[src/rtl/quad_enc_pkg.sv]
// Quadrature decode encoding, decode result type and the shared counter arithmetic
// used by every encoder channel.
package quad_enc_pkg;

  localparam logic [1:0] ST_00 = 2'b00;
  localparam logic [1:0] ST_01 = 2'b01;
  localparam logic [1:0] ST_10 = 2'b10;
  localparam logic [1:0] ST_11 = 2'b11;

  typedef enum logic [1:0] {
    DEC_NONE,
    DEC_UP,
    DEC_DOWN,
    DEC_ILLEGAL
  } dec_e;

  // {a,b} successor when rotating up: 00 -> 10 -> 11 -> 01 -> 00
  function automatic logic [1:0] next_up(input logic [1:0] s);
    logic [1:0] r;
    case (s)
      ST_00:   r = ST_10;
      ST_10:   r = ST_11;
      ST_11:   r = ST_01;
      default: r = ST_00;
    endcase
    return r;
  endfunction

  // Legacy 2-edge decode only counts transitions leaving 00 or 11.
  function automatic dec_e quad_decode(input logic [1:0] prev, input logic [1:0] cur,
                                       input logic x4);
    dec_e r;
    logic counts;
    counts = x4 || (prev == ST_00) || (prev == ST_11);
    r = DEC_NONE;
    if (prev == cur)
      r = DEC_NONE;
    else if ((prev ^ cur) == 2'b11)
      r = DEC_ILLEGAL;
    else if (cur == next_up(prev))
      r = counts ? DEC_UP : DEC_NONE;
    else
      r = counts ? DEC_DOWN : DEC_NONE;
    return r;
  endfunction

  function automatic logic [31:0] step_calc(input logic [31:0] v, input logic [31:0] step,
                                            input logic [31:0] maxv, input logic up,
                                            input logic sat);
    logic [31:0] r;
    if (up) begin
      if (sat && (v > maxv - step)) r = maxv;
      else                          r = (v + step) & maxv;
    end else begin
      if (sat && (v < step)) r = '0;
      else                   r = (v - step) & maxv;
    end
    return r;
  endfunction

endpackage

[src/rtl/quad_encoder_array_if.sv]
// Pin and result bundle of the encoder array; the array itself sits on the slave side.
interface quad_encoder_array_if #(
  parameter int CHANNELS = 3,
  parameter int WIDTH    = 8
);
  logic [CHANNELS-1:0]       a;
  logic [CHANNELS-1:0]       b;
  logic [CHANNELS-1:0]       clear;
  logic [CHANNELS-1:0]       err_clear;
  logic [CHANNELS*WIDTH-1:0] value;
  logic [CHANNELS-1:0]       step_pulse;
  logic [CHANNELS-1:0]       dir;
  logic [CHANNELS-1:0]       error;

  modport master (output a, b, clear, err_clear, input value, step_pulse, dir, error);
  modport slave  (input a, b, clear, err_clear, output value, step_pulse, dir, error);
endinterface

[src/rtl/quad_enc_channel.sv]
// One encoder slice: pin synchroniser, per-input debounce, quadrature decode and
// the wrap/saturate step counter with sticky illegal-transition flag.
module quad_enc_channel
  import quad_enc_pkg::*;
#(
  parameter int              WIDTH       = 8,
  parameter logic [WIDTH-1:0] STEP       = WIDTH'(1),
  parameter int              SYNC_STAGES = 2,
  parameter int              DEBOUNCE    = 4,
  parameter int              SATURATE    = 1,
  parameter int              X4          = 1
) (
  input  logic             clk,
  input  logic             rst_n,
  input  logic             warm_i,
  input  logic             a_i,
  input  logic             b_i,
  input  logic             clear_i,
  input  logic             err_clear_i,
  output logic [WIDTH-1:0] value_o,
  output logic             step_o,
  output logic             dir_o,
  output logic             error_o
);
  localparam logic [WIDTH-1:0] MAX_VAL = '1;

  logic [SYNC_STAGES-1:0] sa_q, sb_q;
  logic [1:0]             sync, filt, prev_q;
  logic [WIDTH-1:0]       value_q, value_nxt;
  logic                   step_q, dir_q, err_q;
  dec_e                   dec;

  assign sync = {sa_q[SYNC_STAGES-1], sb_q[SYNC_STAGES-1]};

  generate
    if (DEBOUNCE == 0) begin : g_bypass
      // Combinational bypass keeps latency at SYNC_STAGES+DEBOUNCE+1 for DEBOUNCE=0.
      assign filt = sync;
    end else begin : g_deb
      localparam int CW = (DEBOUNCE > 1) ? $clog2(DEBOUNCE) : 1;
      localparam logic [CW-1:0] CNT_TC = CW'(DEBOUNCE - 1);

      logic [1:0]         filt_q, filt_d;
      logic [1:0][CW-1:0] cnt_q, cnt_d;

      always_comb begin
        filt_d = filt_q;
        cnt_d  = cnt_q;
        for (int i = 0; i < 2; i++) begin
          if (sync[i] == filt_q[i]) begin
            cnt_d[i] = '0;
          end else if (cnt_q[i] == CNT_TC) begin
            filt_d[i] = sync[i];
            cnt_d[i]  = '0;
          end else begin
            cnt_d[i] = cnt_q[i] + CW'(1);
          end
        end
        if (warm_i) begin
          filt_d = sync;
          cnt_d  = '0;
        end
      end

      always_ff @(posedge clk or negedge rst_n) begin
        if (!rst_n) begin
          filt_q <= '0;
          cnt_q  <= '0;
        end else begin
          filt_q <= filt_d;
          cnt_q  <= cnt_d;
        end
      end

      assign filt = filt_q;
    end
  endgenerate

  always_comb begin
    dec = DEC_NONE;
    if (!warm_i) dec = quad_decode(prev_q, filt, X4 != 0);
    value_nxt = WIDTH'(step_calc(32'(value_q), 32'(STEP), 32'(MAX_VAL),
                                 dec == DEC_UP, SATURATE != 0));
  end

  always_ff @(posedge clk or negedge rst_n) begin
    if (!rst_n) begin
      sa_q    <= '0;
      sb_q    <= '0;
      prev_q  <= '0;
      value_q <= '0;
      step_q  <= 1'b0;
      dir_q   <= 1'b0;
      err_q   <= 1'b0;
    end else begin
      sa_q   <= {sa_q[SYNC_STAGES-2:0], a_i};
      sb_q   <= {sb_q[SYNC_STAGES-2:0], b_i};
      // Track the value filt will hold next during warm-up so decode starts from equality.
      prev_q <= warm_i ? sync : filt;
      step_q <= 1'b0;
      if (clear_i) begin
        value_q <= '0;
      end else if (dec == DEC_UP || dec == DEC_DOWN) begin
        value_q <= value_nxt;
        step_q  <= 1'b1;
        dir_q   <= (dec == DEC_UP);
      end
      if (dec == DEC_ILLEGAL) err_q <= 1'b1;
      else if (err_clear_i)   err_q <= 1'b0;
    end
  end

  assign value_o = value_q;
  assign step_o  = step_q;
  assign dir_o   = dir_q;
  assign error_o = err_q;
endmodule

[src/rtl/quad_encoder_array.sv]
// Multi-channel quadrature encoder front end: shared post-reset warm-up timer plus
// CHANNELS independent decode slices packed onto the interface.
module quad_encoder_array
  import quad_enc_pkg::*;
#(
  parameter int               CHANNELS    = 3,
  parameter int               WIDTH       = 8,
  parameter logic [WIDTH-1:0] STEP        = WIDTH'(1),
  parameter int               SYNC_STAGES = 2,
  parameter int               DEBOUNCE    = 4,
  parameter int               SATURATE    = 1,
  parameter int               X4          = 1
) (
  input logic                clk,
  input logic                reset,
  quad_encoder_array_if.slave bus
);
  localparam int WARM = SYNC_STAGES + DEBOUNCE + 1;
  localparam int WW   = $clog2(WARM + 1);

  logic [WW-1:0]             warm_cnt_q;
  logic                      warm;
  logic [CHANNELS*WIDTH-1:0] value_w;
  logic [CHANNELS-1:0]       step_w, dir_w, err_w;

  assign warm = (warm_cnt_q != WW'(WARM));

  always_ff @(posedge clk or negedge reset) begin
    if (!reset)    warm_cnt_q <= '0;
    else if (warm) warm_cnt_q <= warm_cnt_q + WW'(1);
  end

  generate
    for (genvar g = 0; g < CHANNELS; g++) begin : g_ch
      quad_enc_channel #(
        .WIDTH      (WIDTH),
        .STEP       (STEP),
        .SYNC_STAGES(SYNC_STAGES),
        .DEBOUNCE   (DEBOUNCE),
        .SATURATE   (SATURATE),
        .X4         (X4)
      ) u_ch (
        .clk        (clk),
        .rst_n      (reset),
        .warm_i     (warm),
        .a_i        (bus.a[g]),
        .b_i        (bus.b[g]),
        .clear_i    (bus.clear[g]),
        .err_clear_i(bus.err_clear[g]),
        .value_o    (value_w[g*WIDTH +: WIDTH]),
        .step_o     (step_w[g]),
        .dir_o      (dir_w[g]),
        .error_o    (err_w[g])
      );
    end
  endgenerate

  assign bus.value      = value_w;
  assign bus.step_pulse = step_w;
  assign bus.dir        = dir_w;
  assign bus.error      = err_w;
endmodule
[src/flat_wrapper.sv]
// flat-port wrapper written by rule: the top's interface ports become plain ports
module quad_encoder_array_flat import quad_enc_pkg::*;
#(
  parameter int               CHANNELS    = 3,
  parameter int               WIDTH       = 8,
  parameter logic [WIDTH-1:0] STEP        = WIDTH'(1),
  parameter int               SYNC_STAGES = 2,
  parameter int               DEBOUNCE    = 4,
  parameter int               SATURATE    = 1,
  parameter int               X4          = 1
)
  (clk, reset, bus_a, bus_b, bus_clear, bus_err_clear, bus_value, bus_step_pulse, bus_dir, bus_error);
  quad_encoder_array_if #(.CHANNELS(CHANNELS), .WIDTH(WIDTH)) bus_i ();
  input logic clk;
  input logic reset;
  input wire logic [$bits(bus_i.a)-1:0] bus_a;
  input wire logic [$bits(bus_i.b)-1:0] bus_b;
  input wire logic [$bits(bus_i.clear)-1:0] bus_clear;
  input wire logic [$bits(bus_i.err_clear)-1:0] bus_err_clear;
  output wire logic [$bits(bus_i.value)-1:0] bus_value;
  output wire logic [$bits(bus_i.step_pulse)-1:0] bus_step_pulse;
  output wire logic [$bits(bus_i.dir)-1:0] bus_dir;
  output wire logic [$bits(bus_i.error)-1:0] bus_error;
  assign bus_i.a = bus_a;
  assign bus_i.b = bus_b;
  assign bus_i.clear = bus_clear;
  assign bus_i.err_clear = bus_err_clear;
  assign bus_value = bus_i.value;
  assign bus_step_pulse = bus_i.step_pulse;
  assign bus_dir = bus_i.dir;
  assign bus_error = bus_i.error;
  quad_encoder_array #(.CHANNELS(CHANNELS), .WIDTH(WIDTH), .STEP(STEP), .SYNC_STAGES(SYNC_STAGES), .DEBOUNCE(DEBOUNCE), .SATURATE(SATURATE), .X4(X4)) u_core (.clk(clk), .reset(reset), .bus(bus_i));
endmodule
[config.mk]
export PLATFORM = sky130hd
export DESIGN_NAME = quad_encoder_array_flat
export DESIGN_NICKNAME = d
export VERILOG_FILES = /design/src/rtl/quad_enc_pkg.sv /design/src/rtl/quad_encoder_array_if.sv /design/src/rtl/quad_enc_channel.sv /design/src/rtl/quad_encoder_array.sv /design/src/flat_wrapper.sv
export SDC_FILE = /design/constraint.sdc
export NUM_CORES = 1
export LEC_CHECK = 0
export CAP_MARGIN = 0
export CORE_UTILIZATION = 45
export DETAILED_ROUTE_END_ITERATION = 8
export HOLD_SLACK_MARGIN = 0.12
export PLACE_DENSITY = 0.64
export SLEW_MARGIN = 20
export SYNTH_ARGS = -nofsm -noshare
export SYNTH_HDL_FRONTEND = slang
export SYNTH_SLANG_ARGS = --single-unit
export TNS_END_PERCENT = 5
[constraint.sdc]
create_clock -name clk -period 3.5 [get_ports clk]
set_input_delay 0.875 -clock clk [delete_from_list [all_inputs] [get_ports clk]]
set_output_delay 0.875 -clock clk [all_outputs]
set_load 0.01 [all_outputs]
==> results.yml, run 1 <==
clock_tree:
  cts-root-buf: "clkbuf_8"
  cts_hold_buf: 0
  cts_tree: "built"
  cts_setup_buffers: 0
  post_cts_resize_count: 0
  numCtsBuffers: 9
  clock_path_buffers: 2
  clk_pin_slew_worst_paths_ps: 80
  cts.sinks: 72
  htree_levels: 3
  insertion_delay_ps: 350
sta:
  skew_ps: 12.22
  setup_viol: 0
  tightest_slew_ps: 773.1
  rsz0062_at_grt: "no"
  worst_slew_margin_rel_pct: 47.98
  finalMaxSlewViolations: 0
  setup_tns_ps: 0
  fmax_ghz: 0.3876
  hold_ws_ps: 351.0
  hold_viol: 0
  fin_crit_sh_pct: 73.71
  min_period_ps: 2580
layout:
  drive_gt1_share_pct: 10.43
  antenna_cells: 0
  final_common_cell: "dfrtp_1"
  finalNetCount: 521
  final_cell_mix: "dfrtp_1 (72), clkdlybuf4s50_1 (45), nand2_1 (32)"
  area_growth_pct: 14.97
global_route:
  antenna_found_initial: 0
  overflow: 0
  grt_pass1_vias: 3503
  grt_use_total_pct: 19.90
  grt_max_degree: 49
  grt_pass1_wl_um: 16080
flow_run:
  maxCapViolations: 0
placement:
  place.gp.congestion: 0.9117
  dpl.hpwl_um: 6504
  io_buffer_count: 46
drt:
  remaining_drc_errors: 0
  ant_nets: 0
  vias: 3665
  vias_per_cell: 5.930
  totalWireLength_um: 9369
  firstDrtPassIters: 5
  drt-wirelength-per-cell_um: 15.16
  drtIter0Drc: 170
logic_synthesis:
  synth.distinct_cells: 69
  synth_fp_nets: 496
  ys_seq_elements: 72
  synth.top_cells.by_area: "dfrtp_1 (41%), ha_1 (6.5%), mux2_2 (3.8%)"
  synth_area_um2: 4413
  synthCells: 459
  synth_ff_type: "dfrtp_1"
  synth_warnings: 0
  synth_top_area_share_pct: 40.83
  synth_seq_area_share_pct: 40.83
  synth_edf_count: 0
  async_reset_ff_share_pct: 100.0
  synth_area_leader_cell: "dfrtp_1"
  avgSynthCellArea_um2: 9.614
pwr:
  powerDensity_nw_per_um2: 976.2
  vdd_drop_max_mv: 0.4138
  cellLeakagePower_nw: 2.136
floorplan:
  io_pins: 47
  num_rows: 35
  die_w_um: 101.0
  die_area_um2: 10210
  initial_utilization_pct: 47.09
  core_um2: 9371
  die_h_um: 101.0
setup_path:
  arrival_ps: 2840
  worstPathMaxFanout: 7
  critPathKind: "flop to flop"
  cp-end-kind: "flop"
  cp-start-kind: "flop"
  required_ps: 3760
worst_hold_path:
  hold_class: "flop to flop"
run_status:
  status: "finished clean"
sequential cells by signal (all words and copies together) (netlist names):
register                      count
u_core.g_ch.u_ch.g_deb.cnt_q     12
u_core.g_ch.u_ch.filt             6
u_core.g_ch.u_ch.step_o           3
u_core.warm_cnt_q                 3
u_core.g_ch.u_ch.prev_q           6
u_core.g_ch.u_ch.error_o          3
u_core.g_ch.u_ch.value_o         24
u_core.g_ch.u_ch.sb_q             6
u_core.g_ch.u_ch.sa_q             6
u_core.g_ch.u_ch.dir_o            3
per-layer routing:
metal | track usage, % | wire [µm] | vias up | share of wire, %
met5 | 0 | 0 | - | 0
met4 | 7.804 | 118 | 0 | 1.3
met3 | 4.646 | 604 | 13 | 6.4
met2 | 31.40 | 4381 | 142 | 47
met1 | 26.52 | 4264 | 1778 | 46
li1 | - | - | 1732 | -
area by class of cell:
class | instances | area (µm²)
Fill cell | 861 | 4298
Clock buffer | 9 | 123.9
Sequential cell | 72 | 1802
Tap cell | 129 | 161.4
Multi-Input combinational cell | 321 | 2303
Timing Repair Buffer | 50 | 498.0
Clock inverter | 7 | 72.57
Inverter | 30 | 112.6
final timing paths:
kind,slack (ps),cells past startpoint,end,startpoint
worst max register to register,920,8,u_core.g_ch[1].u_ch.value_o[7],u_core.g_ch[1].u_ch.prev_q[0]
min in group asynchronous,530,1,u_core.g_ch[0].u_ch.value_o[6],reset
worst min-delay path,350,0,u_core.g_ch[1].u_ch.sb_q[1],u_core.g_ch[1].u_ch.sb_q[0]
worst min register to register,350,0,u_core.g_ch[1].u_ch.sb_q[1],u_core.g_ch[1].u_ch.sb_q[0]
max in group asynchronous,2310,2,u_core.g_ch[1].u_ch.sa_q[1],reset
worst max-delay path,920,8,u_core.g_ch[1].u_ch.value_o[7],u_core.g_ch[1].u_ch.prev_q[0]
synth_stat cells (all sizes together), types with 3 or more instances:
library cell / instances
nand4: 6
o21ai: 22
nand2b: 12
mux2: 15
nor2: 22
o211ai: 6
o22ai: 5
nor4: 10
mux2i: 9
nor2b: 4
nand3: 14
ha: 23
nor3: 16
o311ai: 4
a21oi: 24
o31ai: 6
or4: 3
clkbuf: 16
a21o: 4
a31oi: 3
buf: 20
dfrtp: 72
or3b: 3
xor2: 3
and3: 8
nor3b: 7
inv: 30
nand2: 32
a311oi: 6
a211oi: 5
xnor2: 6
through the flow:
step	cell area [µm²]	utilization (%)	setup WS [ps]	std cells	power (mW)
finish	5074	54.14	920.2	618	4.953
floorplan	4413	-	641.6	459	3.594
global route	5074	54.14	713.5	618	5.386
global placement	4877	52.04	815.1	602	4.242
CTS	5074	54.14	889.1	618	4.971
detailed placement	4877	52.04	775.5	602	4.290
critical path: stages, from the launching register on:
cell	delay, ps
dfrtp_1	420
mux2_2	350
o211ai_1	230
ha_1	350
or2_2	350
inv_1	130
nand2_1	80
or4b_1	490
o311ai_2	80
logic make-up (layout without fill, tap and decap cells):
family,Yosys count,in the layout,share of synthesized area [%]
simple gates,146,146,18.63
compound gates,119,119,19.39
flops,72,72,40.83
buf+inv,66,96,6.975
mux,24,24,5.869
fa+ha+maj,23,23,6.521
xor+xnor,9,9,1.786
power breakdown:
part           total (mW)  internal, mW  switching, mW
Clock               0.657         0.329          0.329
Combinational        2.82          1.28           1.54
Sequential           1.48          1.10          0.373
(Power assumes the default switching activity.)
==> run 2: changes to the inputs <==
--- a/config.mk
+++ b/config.mk
@@ -9,7 +9,7 @@
 export CORE_UTILIZATION = 45
 export DETAILED_ROUTE_END_ITERATION = 8
 export HOLD_SLACK_MARGIN = 0.12
-export PLACE_DENSITY = 0.64
+export PLACE_DENSITY = 0.66
 export SLEW_MARGIN = 20
 export SYNTH_ARGS = -nofsm -noshare
 export SYNTH_HDL_FRONTEND = slang
==> constraint.sdc (replaced) <==
create_clock -name clk -period 2.25 [get_ports clk]
set_input_delay 0.5625 -clock clk [delete_from_list [all_inputs] [get_ports clk]]
set_output_delay 0.5625 -clock clk [all_outputs]
set_load 0.01 [all_outputs]
==> results.yml, run 2 (synthesis results as in run 1) <==
run_status:
  status: "finished clean"
floorplan:
  die_area_um2: 10210
  core_um2: 9371
  io_pins: 47
  die_w_um: 101.0
  initial_utilization_pct: 47.09
  num_rows: 35
  die_h_um: 101.0
worst_hold_path:
  hold_class: "input pin to asynchronous set/reset pin"
layout:
  fin_cells: 660
  drive_gt1_share_pct: 21.09
  regArea_um2: 1803
  fin_util_pct: 59.75
  antenna_cells: 0
  finalNetCount: 563
  final_common_cell: "dfrtp_1"
  area_growth_pct: 26.88
  n_fill_cell: 824
  multi_input_comb_area_um2: 2441
  final_cell_mix: "dfrtp_1 (71), clkdlybuf4s50_1 (45), buf_4 (43)"
  largest_reg_flops: 24
sta:
  finalMaxSlewViolations: 0
  setup_viol: 0
  tightest_slew_ps: 646.3
  min_period_ps: 2246
  hold_ws_ps: 129.4
  setup_tns_ps: 0
  rsz0062_at_grt: "yes"
  skew_ps: 10.76
  hold_viol: 0
  worst_slew_margin_rel_pct: 56.58
  fin_crit_sh_pct: 99.82
  fmax_ghz: 0.4452
global_route:
  gr-usage-met1_pct: 29.08
  grt_max_degree: 42
  antenna_found_initial: 0
  grt_use_met3_pct: 5.062
  use_met2_pct: 36.20
  overflow: 0
  grt_pass1_vias: 3705
  top_usage_layer: "met2"
  grt_use_total_pct: 22.34
  grt_pass1_wl_um: 17820
drt:
  firstDrtPassIters: 5
  drtIter0Drc: 181
  drt-wirelength-per-cell_um: 16.28
  vias: 3839
  vias_per_cell: 5.817
  totalWireLength_um: 10740
  ant_nets: 0
  remaining_drc_errors: 0
setup_path:
  r2r-start: "u_core.g_ch[0].u_ch.prev_q[0]"
  r2r_cells: 8
  critPathKind: "flop to flop"
  worstPathMaxFanout: 6
  timing.rr.end: "u_core.g_ch[0].u_ch.value_o[6]"
  r2r_slack_ps: 4
  arrival_ps: 2490
  cp-end-kind: "flop"
  cp-start-kind: "flop"
  required_ps: 2490
  critPathLaunch: "u_core.g_ch[0].u_ch.prev_q[0]"
pwr:
  vdd_drop_max_mv: 0.8221
  cellLeakagePower_nw: 2.406
  finalPower_mw: 9.696
  powerDensity_nw_per_um2: 1732
clock_tree:
  cts_hold_buf: 0
  cts-root-buf: "clkbuf_8"
  clock_path_buffers: 2
  clk_pin_slew_worst_paths_ps: 80
  cts_tree: "built"
  insertion_delay_ps: 360
  htree_levels: 3
  cts.sinks: 72
  numCtsBuffers: 9
placement:
  io_buffer_count: 46
  placedCellCount: 641
  place.gp.congestion: 0.8839
  dpl.hpwl_um: 7233
flow_run:
  maxCapViolations: 0
[run 2: cell types whose count changed in the layout (fill, tap and decap cells not counted), moves of 3 or more]
| cell | delta |
|---|---|
| inv_1 | -3 |
| buf_4 | +40 |
| ha_4 | +4 |
| buf_6 | +3 |
| ha_1 | -5 |
| inv_2 | +3 |
[run 2: power breakdown]
group | leakage [nW] | switching, mW | internal (mW)
registers | 0.897 | 0.504 | 1.72
clock network | 0.126 | 0.505 | 0.795
logic | 1.38 | 3.04 | 3.13
[run 2: timing repair]
action,CTS,global route
pin swaps,3,11
endpoints found under the setup margin,7,17
gates resized for setup,5,24
setup buffers,2,2
[run 2: area by class of cell]
type	instances	area share [%]
Sequential cell	72	32.20
Clock inverter	5	1.832
Clock buffer	11	2.704
Multi-Input combinational cell	321	43.60
Timing Repair Buffer	92	14.77
Inverter	30	2.011
Tap cell	129	2.883
[run 2: worst max-delay path: stages, from the launching register on]
cell and delay, ps:
dfrtp_1 410, buf_6 130, mux2_4 290, o211ai_1 290, ha_4 280, buf_6 120, buf_6 110, and3_4 170
a311o_1 310
[run 2: metal layers]
metal / vias up / part of all wire (%)
li1: 1828 / -
met1: 1875 / 45
met2: 123 / 49
met3: 13 / 5.1
met4: 0 / 1.5
met5: - / 0
[run 2: worst max path at each step]
stage	depth (start not counted)	to	slack (ps)
3_3_place_gp	8	u_core.g_ch[0].u_ch.value_o[7]	-20
2_1_floorplan	11	u_core.g_ch[1].u_ch.value_o[7]	-220
5_1_grt	9	u_core.g_ch[1].u_ch.value_o[7]	-80
3_5_place_dp	8	u_core.g_ch[0].u_ch.value_o[7]	-160
6_report	8	u_core.g_ch[0].u_ch.value_o[6]	4
4_1_cts	9	u_core.g_ch[2].u_ch.value_o[7]	-50
[run 2: through the flow]
stage / setup WS (ps) / cell area [µm²]
6_report: 4.002 / 5599
5_1_grt: -78.46 / 5599
4_1_cts: -53.63 / 5479
3_5_place_dp: -164.2 / 5192
3_3_place_gp: -15.91 / 5192
2_1_floorplan: -218.8 / 4452
